==> src/rtl/mem_pkg.sv <==
// Shared definitions for the 24-bit memory map responders.
//   REGION_*     : addr[23:22] codes that select each window
//   sram_state_t : sequencing states of the SRAM responder
//   WS_CNT_W     : width of the wait-state down-counter (wait states 1..15)
package mem_pkg;

    localparam logic [1:0] REGION_SDRM = 2'b00;
    localparam logic [1:0] REGION_FLSH = 2'b01;
    localparam logic [1:0] REGION_SRAM = 2'b10;
    localparam logic [1:0] REGION_REGS = 2'b11;

    typedef enum logic [1:0] {
        IDLE   = 2'd0,
        SETUP  = 2'd1,
        ACCESS = 2'd2,
        DONE   = 2'd3
    } sram_state_t;

    localparam int WS_CNT_W = 4;

endpackage

==> src/rtl/sram_ctrl.sv <==
// SRAM window responder: turns one req/ack bus transaction into a timed
// access on an external asynchronous SRAM with programmable wait states.
//
// Ports
//   clk, rst          : clock, synchronous active-high reset
//   sel, req          : window select and level request (sampled in IDLE only)
//   we, addr, be      : direction, word address, byte enables ([1] upper)
//   wr_data, rd_data  : write data in, read data out (held until next read)
//   ack, busy         : one-cycle completion pulse, transaction in flight
//   sram_a            : SRAM word address
//   sram_d_i/o, _oe   : split bidirectional data bus, top level owns the pad
//   sram_*_n          : active-low chip/output/write/upper/lower strobes
//
// Handshake: a request is accepted on the edge where the block is in IDLE
// with req & sel high; ack pulses for exactly one cycle when the access is
// complete and busy falls the cycle after. Holding req high through ack
// starts the next transaction immediately.
//
// Every output is a flop. The output process computes the values the pins
// must carry in the next state, and the state register loads them together
// with the state, so the pins change in the same cycle the state does.
module sram_ctrl
    import mem_pkg::*;
#(
    parameter int AW    = 20,
    parameter int RD_WS = 1,
    parameter int WR_WS = 1
) (
    input  logic          clk,
    input  logic          rst,
    input  logic          sel,
    input  logic          req,
    input  logic          we,
    input  logic [21:0]   addr,
    input  logic [1:0]    be,
    input  logic [15:0]   wr_data,
    output logic [15:0]   rd_data,
    output logic          ack,
    output logic          busy,
    output logic [AW-1:0] sram_a,
    input  logic [15:0]   sram_d_i,
    output logic [15:0]   sram_d_o,
    output logic          sram_d_oe,
    output logic          sram_ce_n,
    output logic          sram_oe_n,
    output logic          sram_we_n,
    output logic          sram_ub_n,
    output logic          sram_lb_n
);

    // A read spends RD_WS+1 cycles in ACCESS and a write WR_WS, so the
    // counter is loaded one lower for writes; ACCESS exits when it hits 0.
    localparam logic [WS_CNT_W-1:0] RD_LOAD = WS_CNT_W'(RD_WS);
    localparam logic [WS_CNT_W-1:0] WR_LOAD = WS_CNT_W'(WR_WS - 1);

    sram_state_t         state;
    sram_state_t         state_next;
    logic [WS_CNT_W-1:0] cnt;
    logic [WS_CNT_W-1:0] cnt_next;
    logic                accept;
    logic                capture;

    logic                we_q;
    logic [1:0]          be_q;
    logic                txn_we;
    logic [1:0]          txn_be;

    logic                ce_n_nx;
    logic                oe_n_nx;
    logic                we_n_nx;
    logic                ub_n_nx;
    logic                lb_n_nx;
    logic                d_oe_nx;
    logic                ack_nx;
    logic                busy_nx;

    // Only the low AW address bits reach the device; the window itself is
    // decoded upstream into sel.
    logic                unused_addr;
    assign unused_addr = ^addr;

    // State, counter, latched request and all registered outputs.
    always_ff @(posedge clk) begin
        if (rst) begin
            state     <= IDLE;
            cnt       <= '0;
            we_q      <= 1'b0;
            be_q      <= 2'b00;
            sram_a    <= '0;
            sram_d_o  <= '0;
            rd_data   <= '0;
            ack       <= 1'b0;
            busy      <= 1'b0;
            sram_d_oe <= 1'b0;
            sram_ce_n <= 1'b1;
            sram_oe_n <= 1'b1;
            sram_we_n <= 1'b1;
            sram_ub_n <= 1'b1;
            sram_lb_n <= 1'b1;
        end else begin
            state     <= state_next;
            cnt       <= cnt_next;
            ack       <= ack_nx;
            busy      <= busy_nx;
            sram_d_oe <= d_oe_nx;
            sram_ce_n <= ce_n_nx;
            sram_oe_n <= oe_n_nx;
            sram_we_n <= we_n_nx;
            sram_ub_n <= ub_n_nx;
            sram_lb_n <= lb_n_nx;
            if (accept) begin
                we_q   <= we;
                be_q   <= be;
                sram_a <= addr[AW-1:0];
                if (we) begin
                    sram_d_o <= wr_data;
                end
            end
            // Only a read that reaches the end of ACCESS updates rd_data;
            // an aborted read leaves the previous value in place.
            if (capture) begin
                rd_data <= sram_d_i;
            end
        end
    end

    // Next-state and counter logic.
    always_comb begin
        state_next = state;
        cnt_next   = cnt;
        accept     = 1'b0;
        capture    = 1'b0;
        case (state)
            IDLE: begin
                if (req && sel) begin
                    accept     = 1'b1;
                    state_next = we ? SETUP : ACCESS;
                    cnt_next   = we ? WR_LOAD : RD_LOAD;
                end
            end
            SETUP: begin
                state_next = ACCESS;
            end
            ACCESS: begin
                if (cnt == '0) begin
                    state_next = DONE;
                    capture    = ~we_q;
                end else begin
                    cnt_next = cnt - 1'b1;
                end
            end
            DONE: begin
                state_next = IDLE;
            end
            default: begin
                state_next = IDLE;
            end
        endcase
    end

    // Pin values for the state being entered. On the accepting edge the
    // request fields are not latched yet, so take them from the bus.
    assign txn_we = accept ? we : we_q;
    assign txn_be = accept ? be : be_q;

    always_comb begin
        ce_n_nx = 1'b1;
        oe_n_nx = 1'b1;
        we_n_nx = 1'b1;
        ub_n_nx = 1'b1;
        lb_n_nx = 1'b1;
        d_oe_nx = 1'b0;
        ack_nx  = 1'b0;
        busy_nx = (state_next != IDLE);
        case (state_next)
            SETUP: begin
                ce_n_nx = 1'b0;
                d_oe_nx = 1'b1;
                ub_n_nx = ~txn_be[1];
                lb_n_nx = ~txn_be[0];
            end
            ACCESS: begin
                ce_n_nx = 1'b0;
                if (txn_we) begin
                    we_n_nx = 1'b0;
                    d_oe_nx = 1'b1;
                    ub_n_nx = ~txn_be[1];
                    lb_n_nx = ~txn_be[0];
                end else begin
                    // Reads always fetch the whole word.
                    oe_n_nx = 1'b0;
                    ub_n_nx = 1'b0;
                    lb_n_nx = 1'b0;
                end
            end
            DONE: begin
                // Write: we_n rises while data, address and ce_n are still
                // driven, giving the SRAM its data-hold cycle.
                ack_nx  = 1'b1;
                ce_n_nx = 1'b0;
                if (txn_we) begin
                    d_oe_nx = 1'b1;
                    ub_n_nx = ~txn_be[1];
                    lb_n_nx = ~txn_be[0];
                end else begin
                    ub_n_nx = 1'b0;
                    lb_n_nx = 1'b0;
                end
            end
            default: begin
            end
        endcase
    end

endmodule

==> config.mk <==
export PLATFORM = sky130hd
export DESIGN_NAME = sram_ctrl
export DESIGN_NICKNAME = d
export VERILOG_FILES = /design/src/rtl/mem_pkg.sv /design/src/rtl/sram_ctrl.sv
export SDC_FILE = /design/constraint.sdc
export NUM_CORES = 1
export LEC_CHECK = 0
export CAP_MARGIN = 0
export CELL_PAD_IN_SITES_DETAIL_PLACEMENT = 0
export CELL_PAD_IN_SITES_GLOBAL_PLACEMENT = 2
export CORE_MARGIN = 5
export CORE_UTILIZATION = 20
export CTS_BUF_LIST = sky130_fd_sc_hd__clkbuf_16
export DETAILED_ROUTE_END_ITERATION = 12
export PLACE_DENSITY = 0.78
export SYNTH_ARGS = -nofsm -noshare
export SYNTH_HDL_FRONTEND = slang
export SYNTH_SLANG_ARGS = --single-unit
==> constraint.sdc <==
create_clock -name clk -period 1.6 [get_ports clk]
set_clock_uncertainty 0.05 [all_clocks]
set_input_delay 0.32 -clock clk [delete_from_list [all_inputs] [get_ports clk]]
set_output_delay 0.32 -clock clk [all_outputs]
set_load 0.005 [all_outputs]
# Word-level counts from Yosys, hierarchy flattened
# Cells that the tools add are included.
# W data, S select, Z words.
# totals
out_inout_bits	60
wordCells	61
register_bits	69
# classes
eq_ne	8
n_addsub	1
reduce_logical	10
mux	23
bitwise	4
# ops
cell	count
$mux W1	12
$eq A2 B2 Y1 const B	4
$mux W2	4
$mux W4	2
$pmux W2 S4	1
$pmux W4 S2	1
$pmux W1 S2	3
$eq A2 B1 Y1 const B	2
$logic_not A4 Y1	1
$ne A2 B2 Y1 const B	2
$not A1 Y1	4
$reduce_bool A2 Y1	2
$reduce_or A2 Y1	2
$sub A4 B1 Y4 const B	1
$reduce_and A3 Y1	1
$reduce_or A3 Y1	1
$logic_not A2 Y1	1
$reduce_and A2 Y1	1
$logic_and A1 B1 Y1	1

# Depth between registers and ports, before layout
# Gate-level depths: netlist (run 1).
# logic_depth
depth_word	7
depth_mapped	9

# Worst setup path after synthesis (run 1)
# No wires, ideal clock.
# synth_timing
path_kind	reg2reg
from	register state[0]
to	register sram_d_oe
setup_slack_ns	-0.045
stages_incl_launch_ff	8
arrival_time_ns	1.480
cell_sequence	dfxtp_1 > inv_1 > ha_1 > buf_6 > and4b_4 > a211oi_4 > o211ai_2 > and3b_1
# synth_via
elab_chain_len	5
word_cells_on_any_way	15
# synth_rtl
element	line_no	rtl
start: declaration	sram_ctrl.sv:56	sram_state_t state;
start signal: assignment	sram_ctrl.sv:101	state <= state_next;
$eq A2 B2 Y1, or another cell as far along	sram_ctrl.sv:133	case (state)
$pmux W2 S4 or $mux W1 (tied branches)	sram_ctrl.sv:133	
$eq A2 B2 Y1 or $mux W1 (tied branches)	n/a	
$reduce_or A2 Y1 (no line) or $mux W1 (tied branches)	n/a	
$pmux W1 S2 (*)	sram_ctrl.sv:175	case (state_next)
end signal: assignment	sram_ctrl.sv:105	sram_d_oe <= d_oe_nx;
end: declaration	sram_ctrl.sv:43	output logic sram_d_oe,
# Mark *: on every way between the ends. The rest lies on a longest branch, timed or not.
# A chain may end at the register's enable or synchronous reset.

# Final worst setup path (run 1)
# layout_timing
from	register sram_a[1]
to	output sram_a[1]
# layout_rtl
element	line_no	rtl
start: declaration	sram_ctrl.sv:40	output logic [AW-1:0] sram_a,
start signal: assignment	sram_ctrl.sv:114	sram_a <= addr[AW-1:0];
# No word-level cell between the ends.

==> flow_summary_export.csv, run 1 <==
group,metric,value,unit
power_and_ir_drop,irDropWorstVdd,0.437,mV
die,core,0.0131,sq mm
drt,vias,2489,
sta,worst_slack,51.0,ps
logic_synthesis,synth_area,0.00265,sq mm
die,num_io_pins,121,
cells_and_area,layout-drive-gt1-share,0.146,
logic_synthesis,synth_cell_types,36,
logic_synthesis,yosys_warnings,0,
sta,rsz0062_at_grt,"false",
cells_and_area,final_cells,621,
drt,vias_per_cell,4.01,
clocking,root_buffer,"clkbuf_16",
cells_and_area,final_cell_mix,"clkdlybuf4s50_1 (112), nand2_1 (107), dfxtp_1 (67)",
hold_path,min_path_type,"reg -> reg",
critical_path,regToRegSetupSlack,90,ps
sta,maxSlewHeadroom,0.791,
hold_path,whs_path_depth,2,
critical_path,max_stage_delay,510,ps
run,cap_violations,0,
sta,drv_slew,0,
critical_path,critPathSlowestCell,"clkdlybuf4s50_1",
global_route,grt_overflow,0,
logic_synthesis,synth_nets,373,
critical_path,setup.worst_path.start,"sram_a[1]",
logic_synthesis,synth-seq-area-share,0.522,
placed_design,numPortBuffers,118,
die,start_util,0.202,
clocking,numCtsBuffers,9,
critical_path,cp_top_family,"buffers and inverters",
clocking,cts_hold_buf,0,
clocking,clockBufferDepth,2,
critical_path,crit_required,1230,ps
sta,setup_viol,0,
clocking,clkTransAtPathRegs,50,ps
cells_and_area,multi_input_area,0.00118,sq mm
logic_synthesis,ys_ff_latch,69,
critical_path,cp_num_buf_inv,1,
clocking,cts_tree,"built",
sta,fin_tns_setup,0,ps
global_route,grt_max_degree,24,
critical_path,reg2reg_from,"state[1]",
sta,tightestPinTransition,313,ps
global_route,grt_pass1_vias,2595,
die,die_h,125,microns
drt,route.detailed.drc,0,
global_route,grt_pass1_wl,12900,microns
critical_path,worstRegToRegCells,6,
clocking,clock_latency,330,ps
sta,period_needed,1550,ps
cells_and_area,n_fill_cell,1327,
sta,finalCritPeriodShare,0.968,
logic_synthesis,netlist_instances,308,
critical_path,endpoint_kind,"output pin",
clocking,ctsHtreeMaxLevel,3,
global_route,antenna_found_initial,0,
critical_path,arrival,1180,ps
drt,wl,8050,microns
sta,fmax,646,MHz
die,core.rowCount,42,
hold_path,hold_path.startpoint,"sram_a[15]",
drt,firstDrtPassIters,4,
cells_and_area,final_util,0.339,
hold_path,min_to,"sram_a[15]",
placed_design,dp_cells,605,
drt,first_iter_violations,130,
sta,timing_hold_violations_final,0,
power_and_ir_drop,power.density,961,mW/mm^2
critical_path,cp_max_fo,2,
critical_path,path_cells,"clkdlybuf4s50_1",
global_route,grtUsageTotal,0.103,
cells_and_area,seqCellArea,0.00138,sq mm
critical_path,critPathKind,"reg -> out",
die,die_w,125,microns
die,die_area,0.0156,sq mm
cells_and_area,fin_nets,506,
placed_design,place_congestion,0.738,
clocking,clock_sinks,69,
cells_and_area,final_common_cell,"clkdlybuf4s50_1",
cells_and_area,area_growth,67.8,%
placed_design,dp_slack,-312,ps
placed_design,dp_hpwl,5960,microns
critical_path,start_kind,"flip-flop",
outcome,outcome,"finished clean",
drt,ant_nets,0,
power_and_ir_drop,p_leak,1.64,nW
critical_path,r2r-end,"sram_d_oe",
logic_synthesis,avgSynthCellArea,8.59,sq um
cells_and_area,diodes,0,
drt,wl_per_cell,13.0,microns
==> power by group <==
part	switching [mW]	leakage (nW)	internal, mW	total [mW]
sequential	0.0499	0.562	1.81	1.86
combinational	0.286	0.940	0.416	0.703
clock	0.696	0.136	1.01	1.71
total	1.03	1.64	3.24	4.27
==> cells in the mapped netlist (all sizes together) <==
library cell / count / area (sq um)
nand2: 107 / 402
dfxtp: 69 / 1380
a21oi: 57 / 327
nor2: 11 / 48.8
buf: 9 / 72.6
clkbuf: 9 / 43.8
inv: 5 / 18.8
ha: 4 / 50.1
mux2i: 3 / 30.0
nand3: 3 / 15.0
o211ai: 3 / 27.5
a211oi: 2 / 27.5
a21boi: 2 / 15.0
and2b: 2 / 17.5
and3: 2 / 12.5
nand2b: 2 / 12.5
nor3: 2 / 10.0
nor3b: 2 / 15.0
o21a: 2 / 15.0
o21ai: 2 / 10.0
xor2: 2 / 17.5
a311oi: 1 / 8.76
and2: 1 / 8.76
and3b: 1 / 8.76
and4b: 1 / 13.8
nand3b: 1 / 7.51
nand4bb: 1 / 16.3
nor2b: 1 / 6.26
o21bai: 1 / 7.51
==> metrics by stage <==
stage | cell area [sq um] | total power [mW] | hold slack, ps
floorplan | 2660 | 2.18 | 403
global placement | 4140 | 2.58 | 391
detailed placement | 4140 | 2.59 | 396
CTS | 4390 | 4.34 | 404
global route | 4440 | 4.50 | 423
finish | 4440 | 4.27 | 403
==> worst register-to-register path, cell delays in order, from the launching register on <==
cell,delay [ps]
dfxtp_2,350
inv_2,50
ha_4,220
and2b_2,200
a211oi_4,240
o211ai_2,120
and3b_1,170
==> state kept, by name, summed over array words and instances (netlist names) <==
name	cells
ack	1
be_q	2
busy	1
cnt	4
rd_data	16
sram_a	20
sram_ce_n	1
sram_d_o	16
sram_d_oe	1
sram_lb_n	1
sram_oe_n	1
sram_ub_n	1
sram_we_n	1
state	2
we_q	1
==> logic make-up after synthesis <==
logic type | after synthesis | share of synthesized area
and+or+nand+nor | 137 | 0.225
AOI/OAI and AO/OA | 70 | 0.165
DFF | 69 | 0.522
buffers and inverters | 23 | 0.0511
adders and majority gates | 4 | 0.0189
muxes | 3 | 0.0113
xor gates and xnor gates | 2 | 0.00662
==> how the worst max path moves through the flow <==
stage	to	slack [ps]	depth (start not counted)
final	sram_a[1]	50	1
after global routing	sram_d_o[5]	3	1
after CTS	sram_lb_n	9	7
after detailed placement	sram_oe_n	-310	6
after global placement	sram_lb_n	-320	6
after floorplan	sram_d_oe	30	7
==> routing by layer <==
metal / vias up / GRT usage / wire, microns
met5: - / 0 / 0
met4: 0 / 0.0536 / 193
met3: 14 / 0.0286 / 361
met2: 63 / 0.167 / 3810
met1: 1138 / 0.125 / 3680
li1: 1274 / - / -
==> final cells by class <==
class                           instances  area share
Clock buffer                            9      0.0507
Tap cell                              176      0.0496
Clock inverter                          6     0.00564
Inverter                                5     0.00423
Sequential cell                        69       0.312
Timing Repair Buffer                  140       0.313
Multi-Input combinational cell        216       0.265
==> timing repair <==
action                     CTS  global route
cloned                       0             0
buffers inserted             0             1
setup endpoints to repair    1            54
gates resized for setup      1            15
pin swaps                    0             1
Power figures use the tool's default switching activity.
==> run 2: changes to the inputs <==
Settings changed: GPL_ROUTABILITY_DRIVEN from default to 0.
==> results of run 2 <==
Final layout, timing and power as in run 1 (identical DEF).
==> run 3: changes to the inputs <==
Settings changed: SLEW_MARGIN from default to 20.
==> results of run 3 <==
Final layout, timing and power as in run 1 (identical DEF).
